--- src/rtl/pc_ir_unit_pkg.sv ---
// Shared encodings for the multicycle front end: next-PC selects,
// memory handshake states and the default reset PC.
package pc_ir_unit_pkg;

  localparam logic [1:0] PCSRC_ALU    = 2'b00;
  localparam logic [1:0] PCSRC_ALUOUT = 2'b01;
  localparam logic [1:0] PCSRC_JUMP   = 2'b10;

  localparam logic [31:0] DEFAULT_RESET_PC = 32'h0000_0000;

  typedef enum logic [1:0] {
    ST_IDLE  = 2'b00,
    ST_WAIT  = 2'b01,
    ST_ERROR = 2'b10
  } hs_state_t;

endpackage

--- src/rtl/pc_ir_unit_mem_handshake.sv ---
// Ready-based memory handshake: strobe gating, wait counter, stall and a
// sticky bus error once the memory fails to answer within TIMEOUT waits.
module mem_handshake
  import pc_ir_unit_pkg::*;
#(
  parameter int TIMEOUT = 16
) (
  input  logic clk,
  input  logic reset,
  input  logic i_mem_read,
  input  logic i_mem_write,
  input  logic i_mem_ready,
  output logic o_mem_rd,
  output logic o_mem_wr,
  output logic o_done,
  output logic o_stall,
  output logic o_bus_error
);

  localparam logic [7:0] LP_TIMEOUT = 8'(TIMEOUT);

  hs_state_t  r_state;
  logic [7:0] r_wcnt;
  logic       w_req;

  assign w_req       = i_mem_read | i_mem_write;
  assign o_bus_error = (r_state == ST_ERROR);
  assign o_mem_rd    = i_mem_read & ~o_bus_error;
  assign o_mem_wr    = i_mem_write & ~i_mem_read & ~o_bus_error;
  assign o_done      = w_req & i_mem_ready & ~o_bus_error;
  assign o_stall     = (w_req & ~o_done) | o_bus_error;

  always_ff @(posedge clk) begin
    if (!reset) begin
      r_state <= ST_IDLE;
      r_wcnt  <= 8'd0;
    end else begin
      case (r_state)
        ST_IDLE: begin
          if (w_req && !i_mem_ready) begin
            r_state <= ST_WAIT;
            r_wcnt  <= 8'd1;
          end
        end
        ST_WAIT: begin
          // Ready on the wcnt==TIMEOUT cycle still succeeds; the error follows it.
          if (!w_req || i_mem_ready) begin
            r_state <= ST_IDLE;
            r_wcnt  <= 8'd0;
          end else if (r_wcnt == LP_TIMEOUT) begin
            r_state <= ST_ERROR;
          end else begin
            r_wcnt <= r_wcnt + 8'd1;
          end
        end
        ST_ERROR: r_state <= ST_ERROR;
        default: begin
          r_state <= ST_IDLE;
          r_wcnt  <= 8'd0;
        end
      endcase
    end
  end

endmodule

--- src/rtl/pc_ir_unit.sv ---
// Multicycle datapath front end: PC, IR, MDR and ALUOut registers driving a
// unified memory through the mem_handshake stall/timeout logic.
module pc_ir_unit
  import pc_ir_unit_pkg::*;
#(
  parameter logic [31:0] RESET_PC = DEFAULT_RESET_PC,
  parameter int          TIMEOUT  = 16
) (
  input  logic        clk,
  input  logic        reset,
  input  logic        PCWrite,
  input  logic        Branch,
  input  logic        IRWrite,
  input  logic        IorD,
  input  logic        MemRead,
  input  logic        MemWrite,
  input  logic [1:0]  PCSrc,
  input  logic [31:0] alu_result,
  input  logic        alu_zero,
  input  logic [31:0] wdata,
  output logic [31:0] mem_addr,
  output logic [31:0] mem_wdata,
  output logic        mem_rd,
  output logic        mem_wr,
  input  logic [31:0] mem_rdata,
  input  logic        mem_ready,
  output logic [31:0] pc,
  output logic [31:0] instr,
  output logic [5:0]  opcode,
  output logic [5:0]  funct,
  output logic [31:0] mdr,
  output logic [31:0] alu_out,
  output logic        stall,
  output logic        bus_error
);

  logic [31:0] r_pc;
  logic [31:0] r_ir;
  logic [31:0] r_mdr;
  logic [31:0] r_alu_out;
  logic [31:0] w_pc_next;
  logic        w_pc_en;
  logic        w_done;

  mem_handshake #(
    .TIMEOUT(TIMEOUT)
  ) u_hs (
    .clk         (clk),
    .reset       (reset),
    .i_mem_read  (MemRead),
    .i_mem_write (MemWrite),
    .i_mem_ready (mem_ready),
    .o_mem_rd    (mem_rd),
    .o_mem_wr    (mem_wr),
    .o_done      (w_done),
    .o_stall     (stall),
    .o_bus_error (bus_error)
  );

  assign mem_addr  = IorD ? r_alu_out : r_pc;
  assign mem_wdata = wdata;
  assign w_pc_en   = ~stall & (PCWrite | (Branch & alu_zero));

  always_comb begin
    w_pc_next = r_pc;
    case (PCSrc)
      PCSRC_ALU:    w_pc_next = alu_result;
      PCSRC_ALUOUT: w_pc_next = r_alu_out;
      PCSRC_JUMP:   w_pc_next = {r_pc[31:28], r_ir[25:0], 2'b00};
      default:      w_pc_next = r_pc;
    endcase
  end

  always_ff @(posedge clk) begin
    if (!reset) begin
      r_pc      <= RESET_PC;
      r_ir      <= 32'd0;
      r_mdr     <= 32'd0;
      r_alu_out <= 32'd0;
    end else begin
      if (w_pc_en)                      r_pc      <= w_pc_next;
      if (IRWrite && MemRead && w_done) r_ir      <= mem_rdata;
      if (MemRead && w_done)            r_mdr     <= mem_rdata;
      if (!stall)                       r_alu_out <= alu_result;
    end
  end

  assign pc      = r_pc;
  assign instr   = r_ir;
  assign opcode  = r_ir[31:26];
  assign funct   = r_ir[5:0];
  assign mdr     = r_mdr;
  assign alu_out = r_alu_out;

endmodule

--- config.mk ---
export PLATFORM = sky130hd
export DESIGN_NAME = pc_ir_unit
export DESIGN_NICKNAME = d
export VERILOG_FILES = /design/src/rtl/pc_ir_unit_pkg.sv /design/src/rtl/pc_ir_unit_mem_handshake.sv /design/src/rtl/pc_ir_unit.sv
export SDC_FILE = /design/constraint.sdc
export NUM_CORES = 1
export LEC_CHECK = 0
export ABC_AREA = 1
export CAP_MARGIN = 10
export CORE_MARGIN = 1
export CORE_UTILIZATION = 24
export DETAILED_ROUTE_END_ITERATION = 7
export MAX_ROUTING_LAYER = met4
export PLACE_DENSITY_LB_ADDON = 0.15
export SYNTH_ARGS = -nofsm -noshare
export SYNTH_HDL_FRONTEND = slang
export SYNTH_SLANG_ARGS = --single-unit
--- constraint.sdc ---
create_clock -name clk -period 1.3 [get_ports clk]
set_input_delay 0.13 -clock clk [delete_from_list [all_inputs] [get_ports clk]]
set_output_delay 0.13 -clock clk [all_outputs]
set_load 0.01 [all_outputs]
==> results.yml <==
outcome:
  run_status: "finished, violations left"
  violations: "DRC, setup timing"
pwr:
  power_frac_seq_pct: 36.0
  intPower_uw: 9190
  total_power_uw: 13000
  power.switching_uw: 3770
  power-per-cell-area_nw_per_um2: 1120
  switching_share_pct: 29.1
  pwr-share-comb_pct: 22.5
  total_leakage_power_uw: 0.00512
  clkPwrFrac_pct: 41.5
  vdd_drop_max_mv: 0.712
route:
  viasPerCell: 4.56
  drtIter0Drc: 414
  dr.pass1.iters: 6
  detail_routed_net_length_per_standard_cell_um: 17.7
  routed-via-count: 6866
  totalWireLength_um: 26700
  drc: 44
  antenna_violating_nets_post_route: 0
timing:
  report.final.hold_viol_count: 0
  timing.final.ws_setup_ns: -0.259
  rsz0062_at_grt: "true"
  setup_viol: 139
  timing.hold.ws_ns: 0.124
  timing.final.max_slew_violations: 0
  slew_headroom_pct: 73.8
  finalCriticalPeriod_ns: 1.56
  max_freq_mhz: 641
  worstMarginPinSlew_ns: 0.393
  layout_worst_path_cycle_share_pct: 120
  fin_worst_skew_ns: 0.0132
setup_path:
  worst_r2r_path_depth: 10
  worstReg2RegStart: "u_hs.r_state[1]"
  crit_path_frequent_cell: "sky130_fd_sc_hd__buf_6"
  regToRegEndpoint: "pc[16]"
  critical_path_class: "flop to flop"
  timing.critical_path.arrival_ns: 1.92
  timing.critical_path.required_ns: 1.66
  path_delay_family: "buffers and inverters"
  register_to_register_path_setup_slack_ns: -0.26
  cp_slowest_stage_delay_ns: 0.32
  slowest_library_cell_on_the_worst_path: "sky130_fd_sc_hd__dfxtp_2"
  cp_cell_sequence: "inv_2 -> nor2_4 -> buf_6 -> nor2_4 -> buf_6 -> nand3b_4 -> buf_6 -> clkbuf_16 -> a21oi_2 -> o21a_1"
  critPathCaptureType: "flop"
  critPathBufInv: 5
  worstSetupStartpointType: "flop"
  worst-path-max-fanout: 5
floorplan:
  die-width_um: 166
  floorplan.initialDensity_pct: 24.6
  core_region_area_sq_um: 26100
  die_height_um: 166
  floorplan.rows: 59
  die-area_sq_um: 27400
  io_pins: 316
logic_synthesis:
  post_synthesis_cell_type_with_the_largest_combined_area: "sky130_fd_sc_hd__dfxtp_1"
  yosysWarnings: 0
  netlist_top_cells_area: "sky130_fd_sc_hd__dfxtp_1 43%, sky130_fd_sc_hd__a21oi_1 10%, sky130_fd_sc_hd__nand2_1 9.3%"
  syn-cell-area_sq_um: 6420
  post_synth_num_cell_types: 29
  postSynthCellCount: 867
  synth.yosys.seq_area_share_pct: 43.0
  synthesis.nets: 981
  netlist.area_leader.share_pct: 43.0
  avgSynthCellArea_sq_um: 7.41
  ys_seq_elements: 138
layout:
  layout-drive-gt1-share_pct: 35.9
  num-nets-final: 1273
  fin_util_pct: 44.2
  areaGrowthSynthToFinish_pct: 80.0
  antenna_cells: 0
grt:
  via_count_of_the_first_global_routing_pass: 6569
  grt_antenna_before_repair: 0
  gr-usage-met3_pct: 4.67
  met2_usage_pct: 31.1
  grt_pass1_wl_um: 38700
  globalRoute.totalOverflow: 0
  grt_start_max_net_pins: 47
  grt_util_met1_pct: 24.6
  gr-max-usage-layer: "met2"
  grtUsageTotal_pct: 19.6
clocking:
  clock_tree.buffer_depth: 2
  cts_sinks: 138
  cts_tree: "done"
  holdBufCountCts: 0
  tritoncts.num_buffers: 17
  root_buf_cell: "sky130_fd_sc_hd__clkbuf_16"
  insertion_delay_ns: 0.43
  path_clk_slew_ns: 0.06
  htreeDepth: 4
hold_path:
  min-delay-start: "reset"
  holdPathStages: 3
  timing.hold.worst_endpoint: "instr[18]"
  min-delay-path-class: "input pin to flop"
placed_design:
  routabilityCongestion: 0.799
  place_worst_setup_slack_ns: -0.506
  hpwl_um: 17400
  placement.io_buffers: 251
run:
  max_cap_viol_count: 0
power groups by stage:
stage	clock [uW]	combinational, uW	sequential (uW)
CTS	5500	2650	4660
floorplan	0	1020	4850
global placement	0	2520	4760
finish	5380	2910	4670
global route	5700	3150	4700
detailed placement	0	2510	4760
area by class of cell:
type | instances | area [sq um]
clock buffers | 19 | 443
clock inverters | 13 | 193
fillers | 2666 | 14600
inverters | 113 | 433
multi-input cells | 517 | 3550
flip-flops and latches | 138 | 2790
well taps | 335 | 419
repair buffers | 372 | 3730
stage by stage:
step	instances	TNS [ns]	cell area, sq um
6_report	1507	-18.04	11600
5_1_grt	1507	-29.28	11600
4_1_cts	1502	-15.14	10800
3_5_place_dp	1440	-54.47	9550
3_3_place_gp	1440	-53.15	9550
2_1_floorplan	867	-1.20	6470
Yosys cell counts (all sizes together):
cell	count
a21o	1
a21oi	133
buf	70
clkbuf	30
clkinv	1
dfxtp	138
ha	6
inv	112
nand2	161
nand3	21
nand3b	1
nand4	5
nor2	27
o2111ai	1
o21a	26
o21ai	104
o221ai	26
o22ai	1
or2	1
xor2	2
state kept, by name, summed over array words and instances, names as in the netlist:
| signal | flops |
|---|---|
| pc | 32 |
| mdr | 32 |
| u_hs.r_wcnt | 8 |
| alu_out | 32 |
| u_hs.r_state | 2 |
| instr | 32 |
worst max path at each step:
stage	start	to	slack (ns)	depth (start not counted)
finish	u_hs.r_state[1]	pc[16]	-0.26	10
global route	u_hs.r_state[1]	pc[19]	-0.34	10
CTS	u_hs.r_state[1]	pc[4]	-0.26	9
detailed placement	PCSrc[0]	pc[4]	-0.51	8
global placement	PCSrc[0]	pc[24]	-0.47	8
floorplan	u_hs.r_state[1]	mdr[10]	-0.03	9
layout by cell type, fill, tap and decap left out, types with 10 or more instances in the layout:
cell type,instances
sky130_fd_sc_hd__a21oi_1,61
sky130_fd_sc_hd__a21oi_2,69
sky130_fd_sc_hd__buf_12,17
sky130_fd_sc_hd__buf_2,35
sky130_fd_sc_hd__buf_4,58
sky130_fd_sc_hd__buf_6,25
sky130_fd_sc_hd__clkbuf_16,26
sky130_fd_sc_hd__clkdlybuf4s15_1,13
sky130_fd_sc_hd__clkdlybuf4s50_1,73
sky130_fd_sc_hd__dfxtp_1,114
sky130_fd_sc_hd__dfxtp_2,24
sky130_fd_sc_hd__dlygate4sd2_1,127
sky130_fd_sc_hd__inv_1,103
sky130_fd_sc_hd__nand2_1,120
sky130_fd_sc_hd__nand2_2,20
sky130_fd_sc_hd__nand2_4,20
sky130_fd_sc_hd__nand3_1,17
sky130_fd_sc_hd__nor2_1,15
sky130_fd_sc_hd__o21a_1,26
sky130_fd_sc_hd__o21ai_0,15
sky130_fd_sc_hd__o21ai_1,27
sky130_fd_sc_hd__o21ai_2,52
sky130_fd_sc_hd__o21ai_4,10
sky130_fd_sc_hd__o221ai_1,26
kinds of logic (layout without fill, tap and decap cells):
| logic type | Yosys count | in the layout | share of synthesized area (%) |
|---|---|---|---|
| buffers and inverters | 213 | 517 | 16.1 |
| adders and majority gates | 6 | 6 | 1.17 |
| xor gates and xnor gates | 2 | 2 | 0.273 |
| and+or+nand+nor | 216 | 217 | 14.0 |
| DFF | 138 | 138 | 43.0 |
| AOI/OAI and AO/OA | 292 | 292 | 25.4 |
worst reg2reg max path, cell delays in order (launching register included):
cell and delay, ns:
sky130_fd_sc_hd__dfxtp_2 0.32, sky130_fd_sc_hd__inv_2 0.07, sky130_fd_sc_hd__nor2_4 0.05, sky130_fd_sc_hd__buf_6 0.11, sky130_fd_sc_hd__nor2_4 0.14, sky130_fd_sc_hd__buf_6 0.14
sky130_fd_sc_hd__nand3b_4 0.10, sky130_fd_sc_hd__buf_6 0.16, sky130_fd_sc_hd__clkbuf_16 0.17, sky130_fd_sc_hd__a21oi_2 0.12, sky130_fd_sc_hd__o21a_1 0.12
per-layer routing:
layer  up-vias  wire length, um
met5         -                0
met4         0              359
met2       195            12900
li1       3419                -
met1      3230            11800
met3        22             1610
repair_timing:
action                                  4_1_cts  5_1_grt
buffers inserted                             22        4
pin swaps                                    27       40
resized for setup                           506      206
endpoints found under the setup margin      307      175
cloned                                       11        9
endpoints found under the hold margin         0        0
No activity file was read; power rests on OpenSTA's default activity.
